$ cat src/rtl/shift_pkg.sv
// Shared encodings for the shift arbiter: operation codes and FSM states.
package shift_pkg;

    typedef enum logic [1:0] {
        OP_SLL  = 2'b00,
        OP_SRL  = 2'b01,
        OP_SRA  = 2'b10,
        OP_PASS = 2'b11
    } shift_op_e;

    typedef enum logic [1:0] {
        IDLE = 2'b00,
        EXEC = 2'b01,
        DONE = 2'b10
    } state_e;

endpackage

$ cat src/rtl/barrel_shifter.sv
// Combinational logarithmic barrel shifter.
//   in    : operand
//   shamt : shift amount, SHW bits (always < WIDTH)
//   dir   : 0 = shift left (zero fill), 1 = shift right
//   fill  : bit shifted in from the top on right shifts
//   out   : shifted operand
module barrel_shifter #(
    parameter int WIDTH = 32,
    parameter int SHW   = 5
) (
    input  logic [WIDTH-1:0] in,
    input  logic [SHW-1:0]   shamt,
    input  logic             dir,
    input  logic             fill,
    output logic [WIDTH-1:0] out
);

    // stg[i] is the operand after the first i binary-weighted stages.
    logic [WIDTH-1:0] stg [SHW+1];

    assign stg[0] = in;

    for (genvar i = 0; i < SHW; i++) begin : g_stage
        localparam int S = 1 << i;
        assign stg[i+1] = !shamt[i] ? stg[i] :
                          dir       ? {{S{fill}}, stg[i][WIDTH-1:S]} :
                                      {stg[i][WIDTH-1-S:0], {S{1'b0}}};
    end

    assign out = stg[SHW];

endmodule

$ cat src/rtl/shift_arbiter.sv
// Two-requester round-robin arbiter in front of a single shared shifter.
// One operation in flight at a time: IDLE (accept) -> EXEC (shift) ->
// DONE (hold result until consumed).
//   clk, rst_n              : clock, async active-low reset
//   reqN_valid/ready        : request handshake per requester
//   reqN_data/shamt/op      : operand, 32-bit unsigned amount, operation
//   res_valid/ready         : result handshake
//   res_data, res_id        : result and owning requester
//   busy                    : FSM not in IDLE
module shift_arbiter
    import shift_pkg::*;
#(
    parameter int WIDTH = 32,
    parameter int SHW   = 5
) (
    input  logic             clk,
    input  logic             rst_n,
    input  logic             req0_valid,
    output logic             req0_ready,
    input  logic [WIDTH-1:0] req0_data,
    input  logic [31:0]      req0_shamt,
    input  logic [1:0]       req0_op,
    input  logic             req1_valid,
    output logic             req1_ready,
    input  logic [WIDTH-1:0] req1_data,
    input  logic [31:0]      req1_shamt,
    input  logic [1:0]       req1_op,
    output logic             res_valid,
    input  logic             res_ready,
    output logic [WIDTH-1:0] res_data,
    output logic             res_id,
    output logic             busy
);

    state_e           state, state_nxt;
    logic [WIDTH-1:0] cap_data;
    logic [31:0]      cap_shamt;
    shift_op_e        cap_op;
    logic             cap_id;
    logic             last_id;

    logic             any_req, grant_id, hs;
    logic [WIDTH-1:0] shifted, result;
    logic             over, msb, dir, fill;

    // Contended grant goes to whoever was not served last; otherwise to
    // the only requester asserting valid.
    assign any_req    = req0_valid | req1_valid;
    assign grant_id   = (req0_valid & req1_valid) ? ~last_id : req1_valid;
    assign req0_ready = (state == IDLE) & any_req & ~grant_id;
    assign req1_ready = (state == IDLE) & grant_id;
    assign hs         = (state == IDLE) & any_req;
    assign busy       = (state != IDLE);

    // Amounts beyond the operand width saturate; the shifter itself only
    // sees the low SHW bits.
    assign over = (cap_shamt > 32'(WIDTH-1));
    assign msb  = cap_data[WIDTH-1];
    assign dir  = (cap_op != OP_SLL);
    assign fill = (cap_op == OP_SRA) & msb;

    barrel_shifter #(.WIDTH(WIDTH), .SHW(SHW)) u_shifter (
        .in    (cap_data),
        .shamt (cap_shamt[SHW-1:0]),
        .dir   (dir),
        .fill  (fill),
        .out   (shifted)
    );

    always_comb begin
        result = shifted;
        if (cap_op == OP_PASS)
            result = cap_data;
        else if (over)
            result = (cap_op == OP_SRA) ? {WIDTH{msb}} : '0;
    end

    always_comb begin
        state_nxt = state;
        case (state)
            IDLE:    if (hs) state_nxt = EXEC;
            EXEC:    state_nxt = DONE;
            DONE:    if (res_ready) state_nxt = IDLE;
            default: state_nxt = IDLE;
        endcase
    end

    always_ff @(posedge clk or negedge rst_n) begin
        if (!rst_n) begin
            state     <= IDLE;
            cap_data  <= '0;
            cap_shamt <= '0;
            cap_op    <= OP_SLL;
            cap_id    <= 1'b0;
            last_id   <= 1'b1;
            res_valid <= 1'b0;
            res_data  <= '0;
            res_id    <= 1'b0;
        end else begin
            state <= state_nxt;
            if (hs) begin
                cap_data  <= grant_id ? req1_data  : req0_data;
                cap_shamt <= grant_id ? req1_shamt : req0_shamt;
                cap_op    <= shift_op_e'(grant_id ? req1_op : req0_op);
                cap_id    <= grant_id;
                last_id   <= grant_id;
            end
            // Result registered at the end of EXEC and held through DONE.
            if (state == EXEC) begin
                res_data  <= result;
                res_id    <= cap_id;
                res_valid <= 1'b1;
            end else if (state == DONE && res_ready) begin
                res_valid <= 1'b0;
            end
        end
    end

endmodule

$ cat config.mk
export PLATFORM = sky130hd
export DESIGN_NAME = shift_arbiter
export DESIGN_NICKNAME = d
export VERILOG_FILES = /design/src/rtl/shift_pkg.sv /design/src/rtl/barrel_shifter.sv /design/src/rtl/shift_arbiter.sv
export SDC_FILE = /design/constraint.sdc
export NUM_CORES = 1
export LEC_CHECK = 0
export ABC_AREA = 1
export CAP_MARGIN = 20
export CORE_ASPECT_RATIO = 1.25
export CORE_UTILIZATION = 35
export CTS_CLUSTER_DIAMETER = 100
export DETAILED_ROUTE_END_ITERATION = 8
export SLEW_MARGIN = 40
export SYNTH_ARGS = -nofsm -noshare
export SYNTH_HDL_FRONTEND = slang
export SYNTH_SLANG_ARGS = --single-unit
$ cat constraint.sdc
create_clock -name clk -period 2.28 [get_ports clk]
set_clock_uncertainty 0.05 [all_clocks]
set_input_delay 0.228 -clock clk [delete_from_list [all_inputs] [get_ports clk]]
set_output_delay 0.228 -clock clk [all_outputs]
set_load 0.05 [all_outputs]
==> results_dict.tcl <==
set metrics [dict create \
    status "finished, final reports clean" \
    finalSetupTns_ps 0 \
    cp_top_family "simple AND/OR/NAND/NOR gates" \
    clk_pin_slew_ps 90 \
    cts_buffers 9 \
    worstPathCellList "buf_6, nor2_4, buf_12, nor2_2, buf_12, buf_4, nand2_2, nand4_1, nand2_2, nand3_1, nand3_2, nand2_1, nand2_1, nand2_2, nand2_1, nand2_1, nand2_1" \
    synth_edf_count 0 \
    grt_pass1_wl_microns 52900 \
    grt_max_degree 47 \
    critPathMaxFanout 25 \
    synthTopCellsByCount "nand2_1, nand3_1, dfrtp_1, inv_1, a21oi_1" \
    hold_slack_ps 310 \
    row_count 61 \
    post-synth-top-count-cell "nand2_1" \
    grt_setup_unrepaired "true" \
    avgSynthCellArea_sq_um 6.06 \
    seq_power_share_pct 16.0 \
    pwr-share-comb_pct 76.4 \
    cts_tree "built" \
    grt_pass1_vias 9388 \
    cpMaxStageDelayCell "dfrtp_1" \
    path_class "reg2reg" \
    synth-seq-cells 104 \
    clk_path_buf_depth 2 \
    drive_gt1_share_pct 20.2 \
    fin_area_sq_um 11800 \
    clockPowerShare_pct 7.6 \
    grt_usage_pct 29.2 \
    nets 1675 \
    dr_wl_met3_microns 1900 \
    ys_async_sr_fraction_pct 100 \
    cts_sinks 104 \
    wl_met1_microns 13600 \
    pin_count 174 \
    slew_violations 0 \
    synth_ff_type "dfrtp_1" \
    grt.overflow.total 0 \
    drtIter0Drc 740 \
    area.growth.synth_to_final_pct 45.4 \
    fp.dieH_microns 172 \
    core-area_sq_um 22400 \
    arrival_ps 2520 \
    crit_path_end_kind "flip-flop" \
    worst-path-buf-inv 4 \
    swShare_pct 56.6 \
    route.detailed.drc 0 \
    die-width_microns 138 \
    wl_met2_microns 16900 \
    worst_slew_pin_slew_ps 724 \
    gp_congestion 0.981 \
    port-buffer-count 173 \
    clk_latency_ps 370 \
    ys_seq_area_share_pct 32.1 \
    fin_crit_sh_pct 99.1 \
    cts-root-buf "clkbuf_16" \
    die-area_sq_um 23800 \
    syn_inst 1336 \
    crit_start "cap_op[0]$_DFFE_PN0P_" \
    maxSlewHeadroom_pct 51.7 \
    n_antenna_cell 0 \
    critical-path-max-stage-delay_ps 400 \
    reg2reg_from "cap_op[0]$_DFFE_PN0P_" \
    drv_cap 0 \
    vias 9652 \
    hp-class "in2async" \
    setup_slack_ps 21.3 \
    netlist_area_sq_um 8100 \
    drtPass1Iterations 5 \
    post_dp_cell_area_sq_um 10700 \
    highest_layer "met4" \
    antenna_found_initial 0 \
    powerDensity_nw_per_um2 1770 \
    antenna_left 0 \
    synth_area_leader_cell "nand2_1" \
    wl_per_cell_microns 18.9 \
    ir_worst_vdd_mv 0.693 \
    internal-power_uw 9070 \
    ys_warn_count 0 \
    dp_hpwl_microns 27800 \
    cts.htree.levels 3 \
    crit_top_cell "nand2_1" \
    synth_cell_types 24 \
    drt-total-wl_microns 34600 \
    max_freq_ghz 0.443 \
    leakage_uw 0.00586 \
    viasPerCell 5.29 \
    startpoint_type "flip-flop" \
    start_util_pct 36.1 \
    finalHoldViolCount 0 \
    min_period_ps 2260 \
    finalCoreUtilization_pct 52.5 \
    yosys-top-cells-area "nand2_1, dfrtp_1, nand3_1" \
    setup_viol 0 \
    dp_worst_setup_slack_ps -106 \
    critPathRequiredTime_ps 2550 \
    yosysTopAreaCellShare_pct 33.3 \
    syn_nets 1473 \
    p_sw_uw 11800 \
]
## state kept, by name (all words and copies together) (netlist names)
name	count
cap_op	2
cap_data	32
state	2
res_data	32
cap_id	1
res_valid	1
cap_shamt	32
last_id	1
res_id	1
## metal layers
layer | track usage (%) | up-vias
met4 | 17.6 | 0
met3 | 4.07 | 74
met5 | 0 | -
met2 | 51.6 | 354
li1 | - | 4724
met1 | 33.7 | 4500
## logic make-up (layout without fill, tap and decap cells)
kind of cell    count (synthesis)  in the layout  share of synthesized area (%)
flops                         104            104                           32.1
buf+inv                       137            343                           7.68
simple gates                  997            998                           52.9
compound gates                 98             98                           7.31
## cell type report
type / count / area (sq um)
Sequential cell: 104 / 2610
Fill cell: 2376 / 10700
Timing Repair Buffer: 273 / 2770
Clock buffer: 9 / 225
Inverter: 54 / 203
Tap cell: 283 / 354
Clock inverter: 7 / 70.1
Multi-Input combinational cell: 1096 / 5540
## placed cells by master (no fill, tap or decap), types with 2 or more instances in the layout
| master | n |
|---|---|
| nand2_1 | 665 |
| clkdlybuf4s50_1 | 169 |
| nand3_1 | 126 |
| dfrtp_1 | 102 |
| nand3_2 | 101 |
| buf_4 | 77 |
| nand2_2 | 56 |
| inv_1 | 48 |
| o211ai_1 | 39 |
| a21oi_1 | 38 |
| buf_12 | 18 |
| nand4_1 | 14 |
| nor2_1 | 12 |
| clkbuf_16 | 12 |
| o21ai_0 | 8 |
| nand3_4 | 7 |
| inv_2 | 6 |
| o21ai_2 | 5 |
| nor4_1 | 5 |
| a21oi_2 | 5 |
| nor2_4 | 4 |
| nor2_2 | 3 |
| buf_6 | 3 |
| nor2_8 | 2 |
| o21ai_1 | 2 |
| inv_8 | 2 |
| clkinv_4 | 2 |
## through the flow
| step | total power, uW | std cells |
|---|---|---|
| after detailed placement | 17400 | 1799 |
| after global placement | 17400 | 1799 |
| after global routing | 22400 | 1826 |
| after CTS | 19300 | 1817 |
| after floorplan | 12000 | 1336 |
| final | 20900 | 1826 |
## timing repair
item	4_1_cts	5_1_grt
endpoints found under the hold margin	37	0
cloned	0	4
hold buffers	1	0
resized for setup	25	137
pin swaps	4	37
setup buffers	1	5
setup endpoints to repair	23	32
## final timing paths
| check | end | slack (ps) | cells after the start |
|---|---|---|---|
| setup / recovery | res_data[28]$_DFFE_PN0P_ | 20 | 17 |
| hold / removal | cap_shamt[20]$_DFFE_PN0P_ | 310 | 2 |
| setup reg to reg | res_data[28]$_DFFE_PN0P_ | 20 | 17 |
| hold reg to reg | res_data[23]$_DFFE_PN0P_ | 430 | 2 |
| max in group asynchronous | cap_data[22]$_DFFE_PN0P_ | 1200 | 3 |
| min in group clk | cap_shamt[14]$_DFFE_PN0P_ | 350 | 3 |
## power groups by stage
| stage | registers, uW | clock network [uW] | logic [uW] |
|---|---|---|---|
| CTS | 3320 | 1620 | 14300 |
| finish | 3330 | 1590 | 16000 |
| global route | 3440 | 1690 | 17300 |
| floorplan | 3820 | 0 | 8180 |
| global placement | 3340 | 0 | 14100 |
| detailed placement | 3340 | 0 | 14100 |
No activity file was read; power rests on OpenSTA's default activity.
==> RTL edit 1, RTL diff (same flow settings) <==
Reset style: synchronous (`rst_n`), changed in one clocked block. Comments in the files are not updated.
--- a/src/rtl/shift_arbiter.sv
+++ b/src/rtl/shift_arbiter.sv
@@ -87,3 +87,3 @@
 
-    always_ff @(posedge clk or negedge rst_n) begin
+    always_ff @(posedge clk) begin
         if (!rst_n) begin
Function: differs if rst_n is asserted again (counterexample within 4 cycles, from zero or initial values and one cycle with rst_n low); with rst_n held inactive, the same outputs for 4 cycles.
==> RTL edit 1 against the unedited design <==
- cell area is 5.3% lower
- the run now ends with negative setup slack left
- critical path depth is 1 lower
- worst setup slack got worse by 0.072 ns
- area after synthesis decreased by 3.7%
- routed wire length shrank 3.4%
- sequential cell count is the same
- hold slack gained 0.063 ns
- final cell count increased by 1.0%
- utilization shrank 1.1 points
- sequential share of layout area shrank 3.4 points
Power is not compared: it rests on default switching activity, and its combinational part moved more than twofold at a synthesized area within 25%.
==> RTL edit 1: results (changes against the unedited design) <==
* Area contributors post-synth: sky130_fd_sc_hd__nand2_1 32%, sky130_fd_sc_hd__dfxtp_1 27%, sky130_fd_sc_hd__nand3_1 12%
* Post-Place Setup Slack at -0.2382 ns (-0.1321 ns)
* Total Neg Setup Slack at -0.08029 ns (-0.08029 ns)
* Yosys cell types at 31 (+29%)
* Final count of negative-setup-slack endpoints at 3 (+3)
* Post-Synthesis Net Count at 1514 (+2.8%)
* Reg2Reg Depth at 16 (-1)
* Multi-input combinational cell count at 1130 (+3.1%)
* Core footprint at 21700 um2 (-3.3%)
* Fin worst setup slack at -0.05071 ns (-0.07203 ns)
* Register share of the cell area at 18.70% (-3.4 points)
* NonClk Buf Share at 24.06% (+0.51 points)
* Pin count of the biggest net entering global routing at 45 (-4.3%)
* Met2 Use GR at 48.27% (-3.3 points)
* Total area of multi-input combinational cells at 5520 um2 (-0.43%)
* Most common library cells after synthesis: 661 x sky130_fd_sc_hd__nand2_1, 182 x sky130_fd_sc_hd__nand3_1, 104 x sky130_fd_sc_hd__dfxtp_1
* Outcome: finished with violations
* Max stage delay cell, worst path: sky130_fd_sc_hd__dfxtp_2
* Final WL at 33390 um (-3.4%)
* Vias per inst at 5.328 (+0.81%)
* Number of cells produced by synthesis at 1377 (+3.1%)
* Routed length per instance at 18.10 um (-4.4%)
* Met3 demand-to-capacity share in global routing at 3.594% (-0.48 points)
* RD Place Congestion at 1.018 (+3.8%)
* Critical-path maximum fanout at 13 (-48%)
* Number of inserted filler cells in the final layout at 2314 (-2.6%)
* Endpoint of the worst-slack reg-to-reg timing path: res_data[30]
* Most used flip-flop cell after synthesis: sky130_fd_sc_hd__dfxtp_1
* HPWL reported at the end of detailed placement at 26450 um (-4.7%)
* Total Routing Usage GR at 29.39% (+0.19 points)
* Delay of the slowest cell on the worst path at 0.34 ns (-0.06 ns)
* Worst min path class: input pin to register
* Clock distribution area overhead in the final layout at 2.751% (+0.24 points)
* Portion of the post-synthesis area used by sequential elements at 26.68% (-5.5 points)
* Violations in the final reports: negative setup slack
* Count of TritonRoute iterations in the first routing pass at 6 (+1)
* Share of synthesized flip-flops with an asynchronous set or reset at 0% (-100 points)
* Layout cells sized above 1 at 16.09% (-4.1 points)
* Violation count after the first detailed-route iteration at 733 (-0.95%)
* Wire length of the first global-routing pass at 51010 um (-3.6%)
* Crit. Startpoint: cap_op[0]
## RTL edit 1: cell types whose count changed in the layout (fill, tap and decap cells not counted), sizes merged, moves of 38 or more
cell,delta
dfxtp,+104
dfrtp,-103
nor2,+55
nand2,-50
a31oi,+47
o211ai,-38
## RTL edit 1: worst min path at each step
| stage | startpoint | end | slack [ns] | cells past startpoint |
|---|---|---|---|---|
| 5_1_grt | req0_shamt[24] | cap_shamt[24] | 0.39 | 3 |
| 3_3_place_gp | res_valid | res_valid | 0.40 | 2 |
| 3_5_place_dp | res_valid | res_valid | 0.41 | 2 |
| 4_1_cts | req0_shamt[15] | cap_shamt[15] | 0.36 | 3 |
| 2_1_floorplan | rst_n | last_id | 0.26 | 1 |
| 6_report | req0_shamt[15] | cap_shamt[15] | 0.37 | 3 |
## RTL edit 1: critical path, delay by kind of cell (launching register included)
family          cells  cell delay (ns)
compound gates      1             0.13
buf+inv             3             0.43
flops               1             0.34
simple gates       12             1.30
## RTL edit 1: cells by family after synthesis
group | Yosys count | synth area share, %
buffers and inverters | 144 | 8.323
AOI/OAI and AO/OA | 156 | 12.00
DFF | 104 | 26.68
and+or+nand+nor | 973 | 53.00
## RTL edit 1: power breakdown
part           leakage, nW  internal, W  total [W]  switching [W]
clock network        0.150     0.000789    0.00159       0.000800
logic                 3.99      0.00118    0.00312        0.00194
registers            0.853      0.00196    0.00209       0.000126
## RTL edit 1: metal layers
layer | wire length, um | share of wire, % | vias up
met5 | 0 | 0 | -
met3 | 1952 | 5.8 | 79
met4 | 2368 | 7.1 | 0
met1 | 13590 | 41 | 4480
met2 | 15490 | 46 | 390
li1 | - | - | 4882
## RTL edit 1: repair_timing
item                       CTS  global route
setup endpoints to repair   28            32
resized for setup           19            81
hold buffers                 0             0
buffers inserted             0             2
pin swaps                    2             5
cloned                       2             2
==> RTL edit 2, RTL diff (same flow settings) <==
Without the edit above. `SHW` is set to 5 in 2 places; all go to 4.
--- a/src/rtl/barrel_shifter.sv
+++ b/src/rtl/barrel_shifter.sv
@@ -8,3 +8,3 @@
     parameter int WIDTH = 32,
-    parameter int SHW   = 5
+    parameter int SHW   = 4
 ) (
--- a/src/rtl/shift_arbiter.sv
+++ b/src/rtl/shift_arbiter.sv
@@ -13,3 +13,3 @@
     parameter int WIDTH = 32,
-    parameter int SHW   = 5
+    parameter int SHW   = 4
 ) (
Behaviour: not the same (a bounded check fails within 4 cycles, from zero or initial values and one cycle with rst_n low).
==> RTL edit 2 against the unedited design <==
- routed wire length down 11%
- sequential cell count shrank 1
- cell area shrank 8.2%
- area after synthesis shrank 4.6%
- final cell count is 9.6% lower
- hold slack gained 0.036 ns
- worst setup slack improved by 0.044 ns
- total power down 13%
- via count decreased by 9.8%
- highest routed layer unchanged
==> RTL edit 2: results (changes against the unedited design) <==
* Wire length of the first global-routing pass at 46920 um (-11%)
* Layout cells sized above 1 at 17.58% (-2.6 points)
* Final instance count without filler cells at 1650 (-9.6%)
* Clock latency on the worst-skew pair at 0.37 ns (about the same)
* Cell with the most instances after synthesis: sky130_fd_sc_hd__nand2_1
* Worst min path class: input pin to async pin
* Portion of the post-synthesis area used by sequential elements at 33.38% (+1.2 points)
* Worst vdd ir at 0.0007372 V (+6.4%)
* Yosys cell types at 29 (+21%)
* Ant diodes at 0 (unchanged)
* Number of warning messages in the yosys log at 0 (unchanged)
* Total Routing Usage GR at 27.29% (-1.9 points)
* Cts bufs inserted at 9 (unchanged)
* Net total in the final layout at 1503 (-10%)
* Violation count after the first detailed-route iteration at 713 (-3.6%)
* CTS Root Buffer Type: sky130_fd_sc_hd__clkbuf_16
* Post-Synthesis Net Count at 1337 (-9.2%)
* Biggest regs: cap_data (32), res_data (32), cap_shamt (31)
* Clock transition at the register clock pins on the worst setup and hold paths after CTS at 0.08 ns
* Delay of the slowest cell on the worst path at 0.43 ns (+0.03 ns)
* Number of buffers on the longest clock path at 2 (unchanged)
* Switching Fraction at 55.90% (-0.69 points)
* Post-Place Setup Slack at -0.03213 ns (+0.07401 ns)
* Final WL at 30880 um (-11%)
* Post-place instance area at 9799 um2 (-8.1%)
* Arrival time reported for the critical path endpoint at 2.47 ns (-0.05 ns)
* Antenna violations before repair at 0 (unchanged)
* Transition time at the pin with the least slew margin at 0.7191 ns (-0.005334 ns)
* Count of TritonRoute iterations in the first routing pass at 5 (unchanged)
* Cells after DPL at 1623 (-9.8%)
* Most common library cells after synthesis: 625 x sky130_fd_sc_hd__nand2_1, 176 x sky130_fd_sc_hd__nand3_1, 102 x sky130_fd_sc_hd__dfrtp_1
* Outcome: complete, no violations
* Area contributors post-synth: sky130_fd_sc_hd__dfrtp_1 33%, sky130_fd_sc_hd__nand2_1 30%, sky130_fd_sc_hd__nand3_1 11%
* Most used flip-flop cell after synthesis: sky130_fd_sc_hd__dfrtp_1
* Via count of the first global-routing pass at 8684 (-7.5%)
* RD Place Congestion at 0.9867 (+0.62%)
* Cell leakage power at 5.220 nW (-11%)
* Vias per inst at 5.279 (-0.13%)
* Number of cells produced by synthesis at 1200 (-10%)
* HPWL reported at the end of detailed placement at 22610 um (-19%)
* Share of synthesized flip-flops with an asynchronous set or reset at 100.0% (unchanged)
* Critical-path maximum fanout at 8 (-68%)
* Pin count of the biggest net entering global routing at 50 (+6.4%)
* Count of buffers inserted at the top-level ports at 171 (-1.2%)
* Number of inserted filler cells in the final layout at 2272 (-4.4%)
* Synth Register Bits at 103 (-0.96%)
RTL edit 2: power groups by stage:
stage	clock (W)	sequential, W	combinational (W)
floorplan	0	0.00380	0.00742
global placement	0	0.00328	0.0116
detailed placement	0	0.00329	0.0116
CTS	0.00173	0.00327	0.0117
global route	0.00179	0.00337	0.0144
finish	0.00169	0.00327	0.0132
RTL edit 2: path summary, 6_finish.rpt:
path	startpoint	slack (ns)	cells past startpoint	endpoint
max	cap_op[0]	0.07	17	res_data[3]
min	rst_n	0.35	2	res_data[13]
max reg2reg	cap_op[0]	0.07	17	res_data[3]
min reg2reg	res_data[20]	0.43	2	res_data[20]
max in group asynchronous	rst_n	1.17	3	cap_data[6]
min in group clk	req0_shamt[11]	0.36	3	cap_shamt[11]
RTL edit 2: cell families after synthesis:
kind of cell / synth area share [%]
and+or+nand+nor: 50.75
buffers and inverters: 8.842
AOI/OAI and AO/OA: 7.028
DFF: 33.38
RTL edit 2: area by class of cell:
class	instances	area (um2)	area share [%]
clock buffer	9	225.2	2.085
clock inverter	7	88.84	0.8223
inverter	50	190.2	1.760
multi-input combinational	976	5011	46.39
sequential	103	2579	23.87
tap	279	349.1	3.231
timing repair buffer	226	2360	21.84
RTL edit 2: per-layer routing:
metal	global-route usage [%]	up-vias	wire, um
met4	19.10	0	2239
met1	30.59	3979	11420
met5	0	-	0
li1	-	4222	-
met3	4.065	109	2139
met2	47.20	400	15080
RTL edit 2: timing repair:
| action | in CTS | in global routing |
|---|---|---|
| pin swaps | 1 | 49 |
| hold buffers | 1 | 0 |
| setup endpoints to repair | 14 | 32 |
| gates resized for setup | 7 | 124 |
| endpoints found under the hold margin | 36 | 0 |
| buffers inserted | 1 | 5 |
| gates cloned | 1 | 4 |
